### src/rtl/t1_pack_encoder.sv
// Packs 10-bit t1 coefficients LSB-first into a byte stream (4 coeffs -> 5 bytes).
// Show-ahead input FIFO absorbs upstream bursts; output uses registered valid/ready.
module t1_pack_encoder #(
   parameter int WIDTH      = 24,
   parameter int FIFO_DEPTH = 16,
   parameter int N_COEFF    = 256
) (
   input  logic             clk,
   input  logic             rst,
   input  logic             i_valid,
   output logic             i_ready,
   input  logic [WIDTH-1:0] i_data,
   output logic             o_valid,
   input  logic             o_ready,
   output logic [7:0]       o_data,
   output logic             o_last,
   output logic             o_busy,
   output logic             o_err_ovf,
   output logic             o_err_range
);
   localparam int AW     = $clog2(FIFO_DEPTH);
   localparam int NBYTES = N_COEFF * 10 / 8;
   localparam int BW     = $clog2(NBYTES);
   localparam int CW     = $clog2(N_COEFF);
   localparam logic [AW:0]   FULL_CNT  = (AW+1)'(FIFO_DEPTH);
   localparam logic [BW-1:0] LAST_BYTE = BW'(NBYTES - 1);
   localparam logic [CW-1:0] LAST_COEF = CW'(N_COEFF - 1);

   logic [9:0]    mem_q [FIFO_DEPTH];
   logic [AW-1:0] wr_ptr_q, wr_ptr_d, rd_ptr_q, rd_ptr_d;
   logic [AW:0]   cnt_q, cnt_d;
   logic          full_q, full_d;
   logic [23:0]   acc_q, acc_d;
   logic [4:0]    bit_cnt_q, bit_cnt_d;
   logic [CW-1:0] coef_cnt_q, coef_cnt_d;
   logic [BW-1:0] byte_cnt_q, byte_cnt_d;
   logic          o_valid_q, o_valid_d;
   logic [7:0]    o_data_q, o_data_d;
   logic          o_last_q, o_last_d;
   logic          ovf_q, ovf_d;
   logic          range_q, range_d;
   logic          wr_en, fetch, emit;

   always_comb begin
      wr_en = i_valid && !full_q;
      fetch = (bit_cnt_q < 5'd8) && (cnt_q != '0);
      emit  = (bit_cnt_q >= 5'd8) && (!o_valid_q || o_ready);

      wr_ptr_d   = wr_ptr_q;
      rd_ptr_d   = rd_ptr_q;
      cnt_d      = cnt_q;
      acc_d      = acc_q;
      bit_cnt_d  = bit_cnt_q;
      coef_cnt_d = coef_cnt_q;
      byte_cnt_d = byte_cnt_q;
      o_valid_d  = o_valid_q;
      o_data_d   = o_data_q;
      o_last_d   = o_last_q;
      ovf_d      = ovf_q | (i_valid && full_q);
      range_d    = range_q | (wr_en && ((i_data >> 10) != '0));

      if (wr_en) wr_ptr_d = wr_ptr_q + 1'b1;
      if (wr_en && !fetch) cnt_d = cnt_q + 1'b1;
      else if (!wr_en && fetch) cnt_d = cnt_q - 1'b1;
      full_d = (cnt_d == FULL_CNT);

      // fetch needs bit_cnt < 8 and emit needs >= 8, so at most one touches acc
      if (fetch) begin
         rd_ptr_d   = rd_ptr_q + 1'b1;
         acc_d      = acc_q | ({14'd0, mem_q[rd_ptr_q]} << bit_cnt_q);
         bit_cnt_d  = bit_cnt_q + 5'd10;
         coef_cnt_d = (coef_cnt_q == LAST_COEF) ? '0 : coef_cnt_q + 1'b1;
      end

      if (emit) begin
         o_data_d   = acc_q[7:0];
         acc_d      = acc_q >> 8;
         bit_cnt_d  = bit_cnt_q - 5'd8;
         o_valid_d  = 1'b1;
         o_last_d   = (byte_cnt_q == LAST_BYTE);
         byte_cnt_d = (byte_cnt_q == LAST_BYTE) ? '0 : byte_cnt_q + 1'b1;
      end else if (o_valid_q && o_ready) begin
         o_valid_d = 1'b0;
         o_last_d  = 1'b0;
      end
   end

   always_ff @(posedge clk) begin
      if (wr_en) mem_q[wr_ptr_q] <= i_data[9:0];
   end

   always_ff @(posedge clk or posedge rst) begin
      if (rst) begin
         wr_ptr_q   <= '0;
         rd_ptr_q   <= '0;
         cnt_q      <= '0;
         full_q     <= 1'b0;
         acc_q      <= '0;
         bit_cnt_q  <= '0;
         coef_cnt_q <= '0;
         byte_cnt_q <= '0;
         o_valid_q  <= 1'b0;
         o_data_q   <= '0;
         o_last_q   <= 1'b0;
         ovf_q      <= 1'b0;
         range_q    <= 1'b0;
      end else begin
         wr_ptr_q   <= wr_ptr_d;
         rd_ptr_q   <= rd_ptr_d;
         cnt_q      <= cnt_d;
         full_q     <= full_d;
         acc_q      <= acc_d;
         bit_cnt_q  <= bit_cnt_d;
         coef_cnt_q <= coef_cnt_d;
         byte_cnt_q <= byte_cnt_d;
         o_valid_q  <= o_valid_d;
         o_data_q   <= o_data_d;
         o_last_q   <= o_last_d;
         ovf_q      <= ovf_d;
         range_q    <= range_d;
      end
   end

   assign i_ready     = !full_q;
   assign o_valid     = o_valid_q;
   assign o_data      = o_data_q;
   assign o_last      = o_last_q;
   assign o_busy      = (cnt_q != '0) || (bit_cnt_q != '0) || o_valid_q;
   assign o_err_ovf   = ovf_q;
   assign o_err_range = range_q;
endmodule

### config.mk
export PLATFORM = sky130hd
export DESIGN_NAME = t1_pack_encoder
export DESIGN_NICKNAME = d
export VERILOG_FILES = /design/src/rtl/t1_pack_encoder.sv
export SDC_FILE = /design/constraint.sdc
export NUM_CORES = 1
export LEC_CHECK = 0
export BUFFER_PORTS_ARGS = -buffer_cell sky130_fd_sc_hd__clkbuf_2
export CORE_MARGIN = 1.5
export CORE_UTILIZATION = 35
export CTS_BUF_LIST = sky130_fd_sc_hd__clkbuf_4 sky130_fd_sc_hd__clkbuf_8
export DETAILED_ROUTE_END_ITERATION = 10
export PLACE_DENSITY = 0.6
export SLEW_MARGIN = 20
export SYNTH_ARGS = -nofsm -noshare
export SYNTH_HDL_FRONTEND = slang
export SYNTH_SLANG_ARGS = --single-unit
### constraint.sdc
create_clock -name clk -period 3.1 [get_ports clk]
set_clock_uncertainty 0.1 [all_clocks]
set_input_delay 0.62 -clock clk [delete_from_list [all_inputs] [get_ports clk]]
set_output_delay 0.62 -clock clk [all_outputs]
set_load 0.1 [all_outputs]
==> impl_results.html <==
<table>
<tr><th>Metric</th><th>Value</th></tr>
<tr><th colspan="2">Hold path</th></tr>
<tr><td>Worst hold path type</td><td>in -&gt; async</td></tr>
<tr><th colspan="2">Synthesis</th></tr>
<tr><td>Number of distinct library cells after synthesis</td><td>60</td></tr>
<tr><td>Synth top area cells</td><td>sky130_fd_sc_hd__edfxtp_1 (50%), sky130_fd_sc_hd__dfrtp_1 (16%), sky130_fd_sc_hd__mux4_2 (6.1%)</td></tr>
<tr><td>Syn_nets</td><td>between 600 and 700</td></tr>
<tr><td>Cell area after synthesis</td><td>0.009677 sq mm</td></tr>
<tr><td>Total number of yosys warnings</td><td>0</td></tr>
<tr><td>Area share of the leading cell type in the synthesized netlist</td><td>49.65%</td></tr>
<tr><td>Primary FF master, synth</td><td>sky130_fd_sc_hd__edfxtp_1</td></tr>
<tr><td>Most instantiated library cell after synthesis</td><td>sky130_fd_sc_hd__edfxtp_1</td></tr>
<tr><td>Syn Inst Count</td><td>around 660</td></tr>
<tr><td>Sequential fraction of the synthesis area</td><td>between 60% and 70%</td></tr>
<tr><td>Post-synth EDFFs</td><td>160</td></tr>
<tr><td>Average footprint of a synthesized cell</td><td>roughly 15 sq um</td></tr>
<tr><td>Async set-or-reset flop fraction in the synthesized netlist</td><td>between 20% and 30%</td></tr>
<tr><td>Leading post-synthesis cells by instance count</td><td>sky130_fd_sc_hd__edfxtp_1 (160), sky130_fd_sc_hd__nand2_1 (72), sky130_fd_sc_hd__dfrtp_1 (63)</td></tr>
<tr><td>Number of flip-flops and latches in the synthesized netlist</td><td>223</td></tr>
<tr><td>Post-synth top area cell</td><td>sky130_fd_sc_hd__edfxtp_1</td></tr>
<tr><th colspan="2">Clock network</th></tr>
<tr><td>Worst-Skew Late Latency</td><td>~0.53 ns</td></tr>
<tr><td>Post-CTS Hold Fix Bufs</td><td>0</td></tr>
<tr><td>Clock slew at reported path FFs</td><td>roughly 0.060 ns</td></tr>
<tr><td>Max Buffers Root-to-Sink</td><td>3</td></tr>
<tr><td>Post-CTS Repair Setup Buffers</td><td>0</td></tr>
<tr><td>Clk sink count</td><td>around 220</td></tr>
<tr><td>TritonCTS clock tree</td><td>done</td></tr>
<tr><td>Clock buffer count from CTS</td><td>39</td></tr>
<tr><td>H-tree depth reported by CTS</td><td>2</td></tr>
<tr><td>Master cell of the clock root buffer</td><td>sky130_fd_sc_hd__clkbuf_8</td></tr>
<tr><td>Post-cts gate resize count</td><td>0</td></tr>
<tr><th colspan="2">Placed design</th></tr>
<tr><td>Total placed instance area</td><td>around 0.011 sq mm</td></tr>
<tr><td>Number of I/O port buffers</td><td>between 40 and 50</td></tr>
<tr><td>Routability congestion estimate from global placement</td><td>about 0.81</td></tr>
<tr><td>Worst slack after detailed placement</td><td>roughly 0.4 ns</td></tr>
<tr><td>Detail Placement HPWL</td><td>about 14 mm</td></tr>
<tr><th colspan="2">Layout</th></tr>
<tr><td>Finished layout cell area</td><td>0.01133 sq mm</td></tr>
<tr><td>Finished Core Util</td><td>41.92%</td></tr>
<tr><td>Area growth from synthesis to final layout</td><td>17.08%</td></tr>
<tr><td>Count of inserted antenna diode cells</td><td>0</td></tr>
<tr><td>Fraction of final layout cells sized beyond drive strength 1</td><td>roughly 24%</td></tr>
<tr><td>FF+latch area</td><td>roughly 0.0064 sq mm</td></tr>
<tr><td>Area occupied by multi-input gates</td><td>around 0.0031 sq mm</td></tr>
<tr><td>Net total in the final layout</td><td>about 790</td></tr>
<tr><td>Fillcell total</td><td>between 2000 and 2500</td></tr>
<tr><th colspan="2">Global routing</th></tr>
<tr><td>All-layer global routing usage</td><td>approximately 16%</td></tr>
<tr><td>Sum of overflow across all layers after global routing</td><td>0</td></tr>
<tr><td>Global-route wire length before repair</td><td>roughly 34 mm</td></tr>
<tr><td>Number of antenna violations at the first check in global routing</td><td>0</td></tr>
<tr><td>Via count of the first global-routing pass</td><td>between 5000 and 6000</td></tr>
<tr><td>Maximum number of pins on one net before global-route repair</td><td>34</td></tr>
<tr><th colspan="2">Setup path</th></tr>
<tr><td>Critical-path maximum fanout</td><td>14</td></tr>
<tr><td>Crit end category</td><td>output port</td></tr>
<tr><td>Crit path DAT</td><td>roughly 2 ns</td></tr>
<tr><td>Worst setup path category</td><td>reg -&gt; out</td></tr>
<tr><td>Data required time at the worst endpoint</td><td>~2.4 ns</td></tr>
<tr><td>Startpoint kind of the worst setup timing path</td><td>flip-flop</td></tr>
<tr><td>R2R Setup Slk</td><td>a little over 0.4 ns</td></tr>
<tr><th colspan="2">STA</th></tr>
<tr><td>Total negative setup slack</td><td>0 ns</td></tr>
<tr><td>Worst relative slew slack</td><td>approximately half</td></tr>
<tr><td>Setup ws final</td><td>about 0.38 ns</td></tr>
<tr><td>Maximum operating frequency</td><td>367.0 MHz</td></tr>
<tr><td>Actual slew at the worst max-slew pin</td><td>0.7290 ns</td></tr>
<tr><td>Part of the cycle the worst path needs</td><td>roughly 88%</td></tr>
<tr><td>Final hold violation count</td><td>0</td></tr>
<tr><td>Final setup violation count</td><td>0</td></tr>
<tr><td>Unrepaired setup endpoints after global routing</td><td>false</td></tr>
<tr><td>Count of pins over their slew limit</td><td>0</td></tr>
<tr><td>Shortest period the worst path allows</td><td>between 2 and 3 ns</td></tr>
<tr><th colspan="2">Floorplan</th></tr>
<tr><td>Starting Density</td><td>between 30% and 40%</td></tr>
<tr><td>Total Die Area</td><td>between 0.02 and 0.03 sq mm</td></tr>
<tr><td>Height of the die</td><td>~170 um</td></tr>
<tr><td>Area of the placeable core</td><td>0.02703 sq mm</td></tr>
<tr><td>Cell Rows</td><td>60</td></tr>
<tr><td>I/O pin count</td><td>42</td></tr>
<tr><td>Die X-Extent</td><td>~170 um</td></tr>
<tr><th colspan="2">Pwr</th></tr>
<tr><td>Overall power</td><td>between 10 and 15 mW</td></tr>
<tr><td>Leak</td><td>~4.3 nW</td></tr>
<tr><td>Worst supply voltage drop on vdd</td><td>between 300 and 400 uV</td></tr>
<tr><td>Ratio of total power to cell area</td><td>around 1000 mW/mm^2</td></tr>
<tr><th colspan="2">Job</th></tr>
<tr><td>Maximum capacitance violations</td><td>0</td></tr>
<tr><th colspan="2">Run status</th></tr>
<tr><td>Outcome</td><td>finished, final reports clean</td></tr>
<tr><th colspan="2">Detailed routing</th></tr>
<tr><td>DRT iter0 DRCs</td><td>about 380</td></tr>
<tr><td>Drt total wl</td><td>around 22 mm</td></tr>
<tr><td>Via count</td><td>roughly 5800</td></tr>
<tr><td>Antenna-violating nets left</td><td>0</td></tr>
<tr><td>Pre-Repair DR Iteration Count</td><td>4</td></tr>
<tr><td>Drt via density</td><td>about 5.2</td></tr>
<tr><td>Detailed-route wire length per cell</td><td>roughly 20 um</td></tr>
<tr><td>DRC violation count after routing</td><td>0</td></tr>
</table>
## cell families after synthesis
kind of cell | count (synthesis) | share of synthesized area (%)
compound gates | 86 | 6.103
xor+xnor | 17 | 1.539
fa+ha+maj | 12 | 1.552
buf+inv | 44 | 2.198
flops | 223 | 65.94
mux | 74 | 12.62
simple gates | 200 | 10.05
## metrics by stage
| stage | cells | hold WS (ns) |
|---|---|---|
| 4_1_cts | 1122 | 0.09822 |
| 2_1_floorplan | 656 | 0.3385 |
| 3_5_place_dp | 1051 | 0.3443 |
| 6_report | 1122 | 0.09483 |
| 5_1_grt | 1122 | 0.1510 |
| 3_3_place_gp | 1051 | 0.3371 |
## state kept, by name (all words and copies together) (netlist names)
name / cells
o_data: 8
byte_cnt_q: 9
o_last: 1
o_err_ovf: 1
acc_q: 24
o_valid: 1
full_q: 1
wr_ptr_q: 4
rd_ptr_q: 4
o_err_range: 1
cnt_q: 5
bit_cnt_q: 4
mem_q: 160
## final timing paths
| path | start | to | cells after the start |
|---|---|---|---|
| max | bit_cnt_q[1] | o_busy | 6 |
| min | rst | byte_cnt_q[6] | 2 |
| max reg2reg | rd_ptr_q[2] | acc_q[15] | 7 |
| min reg2reg | o_err_range | o_err_range | 1 |
| max in group asynchronous | rst | acc_q[2] | 3 |
| min in group clk | i_valid | o_err_ovf | 2 |
## layer usage
layer / wire length [um] / GRT usage, % / vias to the layer above
met4: 629 / 5.964 / 0
met1: 9908 / 20.68 / 2933
met3: 1043 / 2.938 / 44
met5: 0 / 0 / -
met2: 10390 / 25.32 / 150
li1: - / - / 2704
## where the power goes
| part | internal, mW | total [mW] | switching, mW |
|---|---|---|---|
| Sequential | 3.79 | 4.18 | 0.394 |
| Combinational | 1.70 | 4.37 | 2.67 |
| Clock | 1.61 | 2.79 | 1.18 |
## final cells by class
class / instances / share of cell area [%]
clock buffer: 61 / 6.527
clock inverter: 10 / 0.7731
inverter: 14 / 0.4638
multi-input combinational: 389 / 27.23
sequential: 223 / 56.33
tap: 341 / 3.766
timing repair buffer: 84 / 4.903
## cell usage in the layout (no fill, tap or decap), types with 10 or more instances in the layout
master	count
sky130_fd_sc_hd__nor2_1	35
sky130_fd_sc_hd__ha_1	12
sky130_fd_sc_hd__o21ai_0	19
sky130_fd_sc_hd__nand3_1	15
sky130_fd_sc_hd__and2_1	18
sky130_fd_sc_hd__mux2i_1	32
sky130_fd_sc_hd__mux4_2	26
sky130_fd_sc_hd__o22ai_1	10
sky130_fd_sc_hd__dfrtp_1	62
sky130_fd_sc_hd__edfxtp_1	160
sky130_fd_sc_hd__clkbuf_8	45
sky130_fd_sc_hd__nor2b_1	13
sky130_fd_sc_hd__nand2_1	72
sky130_fd_sc_hd__buf_4	42
sky130_fd_sc_hd__xnor2_1	14
sky130_fd_sc_hd__clkbuf_2	40
sky130_fd_sc_hd__clkbuf_4	16
sky130_fd_sc_hd__inv_1	11
sky130_fd_sc_hd__nand4_1	10
## worst max-delay path, cell delays in order (launching register included)
cell and delay (ns):
sky130_fd_sc_hd__dfrtp_1 0.38, sky130_fd_sc_hd__inv_1 0.05, sky130_fd_sc_hd__buf_4 0.20, sky130_fd_sc_hd__ha_1 0.16
sky130_fd_sc_hd__nor4b_1 0.24, sky130_fd_sc_hd__nand4b_1 0.22, sky130_fd_sc_hd__buf_12 0.23
(Power assumes the default switching activity.)
